### src/rtl/stage_1.sv
// Instruction-fetch stage: drives the instruction memory and feeds a registered
// IF/ID pair to decode, with a one-entry skid buffer for stalls and branch redirect.
module stage_1 #(
  parameter logic [31:0] RESET_PC = 32'h0000_0000,
  parameter logic [31:0] NOP_INST = 32'h0000_0013
) (
  input  logic        clk,
  input  logic        rst,
  input  logic        stall,
  input  logic        b_taken,
  input  logic [31:0] b_pc,
  input  logic        imem_ready,
  input  logic [31:0] imem_rdata,
  output logic        imem_req,
  output logic [31:0] imem_addr,
  output logic [31:0] if_id_inst,
  output logic [31:0] pc,
  output logic        if_id_valid
);

  typedef enum logic [1:0] {FETCH, HOLD, DISCARD} state_t;

  state_t      r_state,       w_state_nxt;
  logic [31:0] r_fetch_pc,    w_fetch_pc_nxt;
  logic [31:0] r_buf_inst,    w_buf_inst_nxt;
  logic [31:0] r_buf_pc,      w_buf_pc_nxt;
  logic [31:0] r_redirect_pc, w_redirect_pc_nxt;
  logic [31:0] r_inst,        w_inst_nxt;
  logic [31:0] r_pc,          w_pc_nxt;
  logic        r_valid,       w_valid_nxt;
  logic        w_redirect;

  // A stalled decode stage cannot take a branch, so stall masks b_taken.
  assign w_redirect = b_taken && !stall;

  always_comb begin
    // NOTE: every next-state variable gets its hold value first so no path leaves
    // it unassigned; otherwise synthesis infers a latch.
    w_state_nxt       = r_state;
    w_fetch_pc_nxt    = r_fetch_pc;
    w_buf_inst_nxt    = r_buf_inst;
    w_buf_pc_nxt      = r_buf_pc;
    w_redirect_pc_nxt = r_redirect_pc;
    w_inst_nxt        = r_inst;
    w_pc_nxt          = r_pc;
    w_valid_nxt       = r_valid;

    if (w_redirect) begin
      w_inst_nxt  = NOP_INST;
      w_valid_nxt = 1'b0;
    end

    case (r_state)
      FETCH: begin
        if (stall) begin
          if (imem_ready) begin
            w_buf_inst_nxt = imem_rdata;
            w_buf_pc_nxt   = r_fetch_pc;
            w_fetch_pc_nxt = r_fetch_pc + 32'd4;
            w_state_nxt    = HOLD;
          end
        end else if (w_redirect) begin
          if (imem_ready) begin
            w_fetch_pc_nxt = b_pc;
          end else begin
            w_redirect_pc_nxt = b_pc;
            w_state_nxt       = DISCARD;
          end
        end else if (imem_ready) begin
          w_inst_nxt     = imem_rdata;
          w_pc_nxt       = r_fetch_pc;
          w_valid_nxt    = 1'b1;
          w_fetch_pc_nxt = r_fetch_pc + 32'd4;
        end else begin
          w_inst_nxt  = NOP_INST;
          w_valid_nxt = 1'b0;
        end
      end
      HOLD: begin
        if (!stall) begin
          if (w_redirect) begin
            w_fetch_pc_nxt = b_pc;
          end else begin
            w_inst_nxt  = r_buf_inst;
            w_pc_nxt    = r_buf_pc;
            w_valid_nxt = 1'b1;
          end
          w_state_nxt = FETCH;
        end
      end
      DISCARD: begin
        // The stale request stays on the bus until memory answers it.
        if (!stall) begin
          w_inst_nxt  = NOP_INST;
          w_valid_nxt = 1'b0;
        end
        if (w_redirect) w_redirect_pc_nxt = b_pc;
        if (imem_ready) begin
          w_fetch_pc_nxt = w_redirect ? b_pc : r_redirect_pc;
          w_state_nxt    = FETCH;
        end
      end
      default: w_state_nxt = FETCH;
    endcase
  end

  // NOTE: the skid buffer is a pair of plain registers, so it is reset along with
  // everything else; this keeps a post-reset HOLD from ever exposing stale data.
  always_ff @(posedge clk or posedge rst) begin
    if (rst) begin
      r_state       <= FETCH;
      r_fetch_pc    <= RESET_PC;
      r_buf_inst    <= NOP_INST;
      r_buf_pc      <= 32'h0;
      r_redirect_pc <= 32'h0;
      r_inst        <= NOP_INST;
      r_pc          <= 32'h0;
      r_valid       <= 1'b0;
    end else begin
      // NOTE: non-blocking assignments so every register samples pre-edge values.
      r_state       <= w_state_nxt;
      r_fetch_pc    <= w_fetch_pc_nxt;
      r_buf_inst    <= w_buf_inst_nxt;
      r_buf_pc      <= w_buf_pc_nxt;
      r_redirect_pc <= w_redirect_pc_nxt;
      r_inst        <= w_inst_nxt;
      r_pc          <= w_pc_nxt;
      r_valid       <= w_valid_nxt;
    end
  end

  assign imem_req    = !rst && (r_state != HOLD);
  assign imem_addr   = r_fetch_pc;
  assign if_id_inst  = r_inst;
  assign pc          = r_pc;
  assign if_id_valid = r_valid;

endmodule

### config.mk
export PLATFORM = sky130hd
export DESIGN_NAME = stage_1
export DESIGN_NICKNAME = d
export VERILOG_FILES = /design/src/rtl/stage_1.sv
export SDC_FILE = /design/constraint.sdc
export NUM_CORES = 1
export LEC_CHECK = 0
export CORE_UTILIZATION = 55
export CTS_BUF_LIST = sky130_fd_sc_hd__clkbuf_4 sky130_fd_sc_hd__clkbuf_8
export CTS_CLUSTER_SIZE = 14
export DETAILED_ROUTE_END_ITERATION = 8
export PLACE_DENSITY = 0.82
export SYNTH_ARGS = -nofsm -noshare
export SYNTH_HDL_FRONTEND = slang
export SYNTH_SLANG_ARGS = --single-unit
### constraint.sdc
create_clock -name clk -period 11.1 [get_ports clk]
set_clock_uncertainty 0.2 [all_clocks]
set_input_delay 1.11 -clock clk [delete_from_list [all_inputs] [get_ports clk]]
set_output_delay 1.11 -clock clk [all_outputs]
set_load 0.005 [all_outputs]
**Yosys cells after proc, flatten, opt, wreduce, memory -nomap -nowiden**

Index checks and enable logic that the tools add are counted.

- Bits in registers: 195
- Bits of input ports: 69
- Output and inout bits: 98
- Logic and storage cells: 80

- Add/subtract/negate cells: 1
- Equality and inequality tests: 16
- Mux-type cells: 42
- Reduce and logical (&&, ||, !) cells: 13

Operators by type and width:

| cell | count |
|---|---|
| 2-to-1 mux 32 bit | 23 |
| case mux 32 bit (3 select lines) | 2 |
| case mux 32 bit (2 select lines) | 2 |
| adder 32 x 3 -> 32 bit (second input constant) | 1 |
| != test 2 bit (second input constant) | 9 |
| 2-to-1 mux 2 bit | 6 |
| AND reduction 5 bit | 2 |
| != test 3 bit (second input constant) | 3 |
| 2-to-1 mux 1 bit | 7 |
| case mux 2 bit (3 select lines) | 1 |
| AND reduction 6 bit | 1 |
| != test 4 bit (second input constant) | 1 |
| AND reduction 4 bit | 1 |
| nonzero test 2 bit | 2 |
| case mux 1 bit (3 select lines) | 1 |
| AND reduction 3 bit | 1 |
| nonzero test 3 bit | 1 |
| == test 2 x 1 -> 1 bit (second input constant) | 1 |
| == test 2 bit (second input constant) | 1 |
| logical AND 1 bit | 2 |
| zero test 1 bit | 2 |
| zero test 2 bit | 1 |
| != test 2 x 1 -> 1 bit (second input constant) | 1 |

**Logic depth before layout (Yosys ltp)**

Gate-level depths: netlist of run 1.

- Word-level depth: 6
- Depth in mapped cells: 10
- Mapped depth without buffers: 7

**Worst setup path before layout of run 1**

No wires, ideal clock.

- Kind: flip-flop to output port
- From: register r_state[1]
- To: output imem_req
- Arrival time: 1.577 ns
- Data required time: 9.790 ns
- Slack: 8.213 ns
- Cell stages (with the launch flop): 7
- Path buffers: 3
- Path through: dfrtp_1 -> inv_1 -> ha_1 -> buf_2 -> buf_1 -> clkbuf_1 -> nor2_1

- Cells in the longest elaborated chain, start to end: 2

RTL lines:

| element | RTL line | text |
|---|---|---|
| from (decl) | 23 | `state_t r_state, w_state_nxt;` |
| from (signal assigned) | 121 | `r_state <= w_state_nxt;` |
| != test 2 x 1 -> 1 bit | 132 | `assign imem_req = !rst && (r_state != HOLD);` |
| logical AND 1 bit | 132 |  |
| to (decl) | 14 | `output logic imem_req,` |

No other way between the ends.

**Final worst setup path of run 1**

Ends and elaborated chain as after synthesis.

==> results of run 1 <==
==> through the flow <==
stage,hold slack [ns],power (mW)
CTS,0.294,3.47
detailed placement,0.269,2.97
global placement,0.261,2.90
global route,0.309,3.71
finish,0.293,3.48
floorplan,0.250,2.30
==> layout by cell type (no fill, tap or decap), drive strengths merged, types with 5 or more instances in the layout <==
master	n
a211oi	9
a21oi	107
a221o	17
a221oi	6
a22o	6
a22oi	8
a31o	6
a31oi	10
a32o	8
buf	12
clkbuf	17
clkdlybuf4s50	165
dfrtp	189
dfstp	6
ha	5
inv	22
mux2	97
mux2i	48
nand2	89
nand3	30
nand3b	16
nand4	14
nor2	85
nor3	7
nor4	9
o211ai	11
o21a	5
o21ai	49
o31ai	11
or3	5
==> routing by layer <==
metal / vias up / share of wire, %
met1: 4062 / 45
met4: 0 / 1.6
met2: 394 / 46
met3: 29 / 7.8
met5: - / 0
li1: 3893 / -
==> cells by family after synthesis <==
group                      count (synthesis)  share of synthesized area (%)
muxes                                    145                           15.5
buffers and inverters                     95                           3.91
AOI/OAI and AO/OA                        278                           17.8
adders and majority gates                  5                          0.618
and+or+nand+nor                          279                           13.6
xor gates and xnor gates                   4                          0.346
DFF                                      195                           48.3
==> report_power, final <==
part           switching (mW)  internal, mW  total, mW
combinational           0.815         0.794       1.61
sequential              0.314          1.05       1.37
clock                   0.286         0.215      0.501
==> registers in the layout, summed over array words and instances, names as in the netlist <==
signal and cells:
if_id_inst 32, if_id_valid 1, imem_addr 32, pc 32, r_buf_inst 32, r_buf_pc 32
r_redirect_pc 32, r_state 2
==> layout make-up <==
class	instances	share of cell area [%]
Sequential cell	195	39.7
Multi-Input combinational cell	711	39.7
Timing Repair Buffer	177	14.1
Tap cell	229	2.33
Clock buffer	17	1.90
Clock inverter	15	1.66
Inverter	13	0.458
Antenna cell	1	0.0204
==> path summary, 6_finish.rpt <==
path | start | end | slack [ns] | cells after the start
min in group asynchronous | rst | r_buf_inst[13]$_DFFE_PP0P_ | 0.96 | 2
setup reg to reg | r_state[1]$_DFFE_PP0P_ | if_id_inst[30]$_DFF_PP0_ | 7.47 | 8
setup / recovery | r_state[1]$_DFFE_PP0P_ | imem_req | 6.90 | 5
max in group asynchronous | rst | imem_addr[10]$_DFFE_PP0P_ | 8.16 | 3
hold reg to reg | r_redirect_pc[12]$_DFFE_PP0P_ | r_redirect_pc[12]$_DFFE_PP0P_ | 0.29 | 1
hold / removal | r_redirect_pc[12]$_DFFE_PP0P_ | r_redirect_pc[12]$_DFFE_PP0P_ | 0.29 | 1
==> impl_metrics.yaml, run 1 <==
status:
  status: "complete, no violations"
yosys:
  syn_avg_cell_area_um2: 10.1
  synth-main-ff-cell: "dfrtp_1"
  synth_edf_count: 0
  yosys-top-cells-count: "dfrtp_1 (189), a21oi_1 (107), mux2_1 (97), nand2_1 (89), nor2_1 (85)"
  synthArstFlopShare_pct: 100
  ys_warn_count: 0
  synth_largest_area_cell: "dfrtp_1"
  ys_seq_area_share_pct: 48.3
  syn_nets: 1075
  netlist_instances: 1001
  synth_cell_type_count: 69
  synth_area_leaders: "dfrtp_1 (47%), mux2_1 (11%), a21oi_1 (5.3%)"
  synth_seq_cells: 195
  yosys.cell_count.top_type: "dfrtp_1"
  synth_top_cell_area_share_pct: 46.7
  synth_area_um2: 10100
worst_setup_path:
  cp_max_fo: 47
  cp_slowest_cell: "ha_4"
  cpPeakStageDelay_ns: 0.58
  critical_path.cell_chain: "inv_1 -> ha_4 -> buf_4 -> nor2_1 -> clkdlybuf4s50_1"
  crit_required_ns: 9.79
  worstPathArrival_ns: 2.89
  crit_path_end_kind: "output port"
  cpLargestDelayFamily: "buffers and inverters"
  startpoint_type: "flip-flop"
  cp_num_buf_inv: 3
  path_class: "reg2out"
cells_and_area:
  final_area_um2: 12300
  layout.cells.non_filler: 1358
  multiInputGateArea_um2: 4890
  area_growth_pct: 21.5
  post-route-util_pct: 68.2
  num-fill-cells: 1332
  drive_gt1_share_pct: 6.29
  nNetsFinal: 1189
  register_area_um2: 4890
grt:
  use_met2_pct: 41.2
  grt-ovfl-total: 0
  grt_pass1_vias: 7665
  grt_pass1_wl_mm: 41.2
  grt_use_total_pct: 28.5
  grt_most_used_layer: "met1"
  grt_antenna_before_repair: 1
  grt_max_degree: 120
  grt_use_met3_pct: 6.22
  grt_util_met1_pct: 42.1
timing:
  worst_slew_pin_slew_ns: 1.22
  fin_ws_ns: 6.90
  finalMaxSlewViolations: 0
  maxSlewHeadroom_pct: 18.8
  min_period_ns: 4.20
  rsz0062_at_grt: "no"
  setup_viol: 0
  final_hold_viol_count: 0
  fmax_mhz: 238
  setup_tns_ns: 0
  finalCritPeriodShare_pct: 37.8
route:
  drt_iter0_drc: 882
  drc: 0
  wl_mm: 26.4
  dr.pass1.iters: 5
  vias: 8378
  avgRoutedWirePerCell_um: 19.5
  drtAntennaViolNets: 0
  viasPerCell: 6.17
clocking:
  cts.path.max_buffers: 2
  h-tree-depth: 4
  numCtsBuffers: 17
  cts-hold-fix-buffers: 0
  cts_resized: 0
  clock_sinks: 195
  path_clk_slew_ns: 0.10
  post_cts_buffers: 0
  root_buffer: "clkbuf_8"
  cts_tree: "built"
  clock_latency_ns: 0.49
die:
  core_area_um2: 18000
  fp.dieW_um: 138
  die_y_um: 138
  num_rows: 49
  fp.dieArea_um2: 19000
  initial_core_util_pct: 56.2
  ios: 167
placed_design:
  pre_cts_ws_ns: 6.84
  placed_cells: 1325
  hpwl_mm: 17.4
  gp_congestion: 0.912
  io_buffers: 166
  placed_area_um2: 11900
run:
  max_cap_violations: 0
worst_hold_path:
  hold_path_class: "reg2reg"
pwr:
  p_leak_nw: 4.97
  vdd_drop_max_mv: 0.150
  power.density_nw_per_um2: 283
Power figures use the tool's default switching activity.
==> inputs of run 2 (changes only) <==
clock period = 4.3 ns   (was 11.1 ns; I/O delays follow)
==> impl_metrics.yaml, run 2 (synthesis gave the netlist of run 1 again) <==
route:
  drt_iter0_drc: 940
  dr.pass1.iters: 5
  avgRoutedWirePerCell_um: 19.6
  drtAntennaViolNets: 0
  vias: 8664
  drc: 0
  viasPerCell: 6.35
  wl_mm: 26.7
timing:
  final_hold_viol_count: 0
  min_period_ns: 3.46
  finalCritPeriodShare_pct: 80.4
  finalMaxSlewViolations: 0
  worst_slew_pin_slew_ns: 1.14
  fin_ws_ns: 0.845
  maxSlewHeadroom_pct: 23.7
  setup_tns_ns: 0
  rsz0062_at_grt: "no"
  fmax_mhz: 289
  setup_viol: 0
clocking:
  cts_resized: 0
  h-tree-depth: 4
  cts.path.max_buffers: 2
  root_buffer: "clkbuf_8"
  post_cts_buffers: 0
  clock_latency_ns: 0.49
  cts_tree: "built"
  path_clk_slew_ns: 0.11
  clock_sinks: 195
  cts-hold-fix-buffers: 0
  numCtsBuffers: 17
status:
  status: "complete, no violations"
cells_and_area:
  post-route-util_pct: 68.6
  area_growth_pct: 22.1
  final_cell_mix: "dfrtp_1 (189), clkdlybuf4s50_1 (165), a21oi_1 (107)"
  mostFrequentLayoutCell: "dfrtp_1"
  drive_gt1_share_pct: 6.95
  nNetsFinal: 1197
  n_antenna_cell: 0
  final_area_um2: 12400
pwr:
  combPwrFrac_pct: 46.8
  p_leak_nw: 5.01
  vdd_drop_max_mv: 0.347
  power.density_nw_per_um2: 729
  clkPwrFrac_pct: 14.1
  swShare_pct: 40.7
  intPower_mw: 5.35
  p_seq_share_pct: 39.1
  p_sw_mw: 3.66
die:
  core_area_um2: 18000
  die_y_um: 138
  initial_core_util_pct: 56.2
  fp.dieArea_um2: 19000
  num_rows: 49
  fp.dieW_um: 138
  ios: 167
worst_setup_path:
  critical_path.cell_chain: "inv_1 -> ha_4 -> buf_4 -> nor2_1 -> clkdlybuf4s50_1"
  crit_path_end_kind: "output port"
  cpPeakStageDelay_ns: 0.62
  crit_required_ns: 3.67
  cp_max_fo: 48
  worstPathArrival_ns: 2.83
  cp_slowest_cell: "buf_4"
  path_class: "reg2out"
  startpoint_type: "flip-flop"
grt:
  grt-ovfl-total: 0
  grt_antenna_before_repair: 0
  grt_use_total_pct: 29.2
  grt_max_degree: 92
  grt_pass1_vias: 8013
  grt_pass1_wl_mm: 42.6
placed_design:
  io_buffers: 166
  placed_area_um2: 11900
  hpwl_mm: 17.7
  pre_cts_ws_ns: 1.19
  gp_congestion: 0.922
run:
  max_cap_violations: 0
worst_hold_path:
  hold_path_class: "in2async"
## run 2: cell count changes in the layout (fill, tap and decap cells not counted)
cell / previous run / this run
diode_2: 1 / 0
inv_8: 4 / 2
inv_6: 6 / 5
clkinv_8: 3 / 2
clkinvlp_4: 0 / 2
buf_12: 0 / 2
clkinv_4: 1 / 3
buf_4: 11 / 17
## run 2: critical path: cells and delay by family, from the launching register on
kind,cells,cell delay (ns)
buffers and inverters,3,1.24
adders and majority gates,1,0.52
DFF,1,0.43
and+or+nand+nor,1,0.11
## run 2: area by class of cell
type | instances | area [um^2]
multi-input cells | 711 | 4890
fillers | 1390 | 5660
clock buffers | 17 | 234
clock inverters | 15 | 193
flip-flops and latches | 195 | 4890
well taps | 229 | 287
repair buffers | 185 | 1820
inverters | 13 | 52.6
## run 2: per-layer routing
metal  share of wire [%]  GRT usage (%)  vias to the layer above
li1                    -              -                     3912
met1                  44           43.0                     4252
met2                  45           42.9                      446
met3                 8.3           5.67                       54
met4                 2.0           9.83                        0
met5                   0              0                        -
## run 2: through the flow
| stage | power [mW] | std cells | hold WS, ns |
|---|---|---|---|
| 3_3_place_gp | 7.55 | 1333 | 0.263 |
| 6_report | 9.01 | 1365 | 0.131 |
| 5_1_grt | 9.63 | 1365 | 0.155 |
| 3_5_place_dp | 7.70 | 1333 | 0.272 |
| 2_1_floorplan | 5.93 | 1001 | 0.250 |
| 4_1_cts | 8.98 | 1365 | 0.122 |
## run 2: worst paths after layout
check / start / end / slack (ns) / cells after the start
min reg2reg: r_redirect_pc[12]$_DFFE_PP0P_ / r_redirect_pc[12]$_DFFE_PP0P_ / 0.29 / 1
min: rst / if_id_inst[12]$_DFF_PP0_ / 0.13 / 2
max in group asynchronous: rst / r_buf_inst[4]$_DFFE_PP1P_ / 2.93 / 3
max: r_state[1]$_DFFE_PP0P_ / imem_req / 0.84 / 5
max reg2reg: r_state[1]$_DFFE_PP0P_ / pc[25]$_DFFE_PP0P_ / 1.17 / 8
min in group clk: stall / if_id_valid$_DFF_PP0_ / 0.20 / 3
## run 2: power by group through the flow
stage	logic, mW	registers, mW	clock network [mW]
floorplan	2.65	3.29	0
global placement	4.07	3.48	0
detailed placement	4.17	3.54	0
CTS	4.19	3.50	1.29
global route	4.65	3.63	1.35
finish	4.22	3.53	1.27
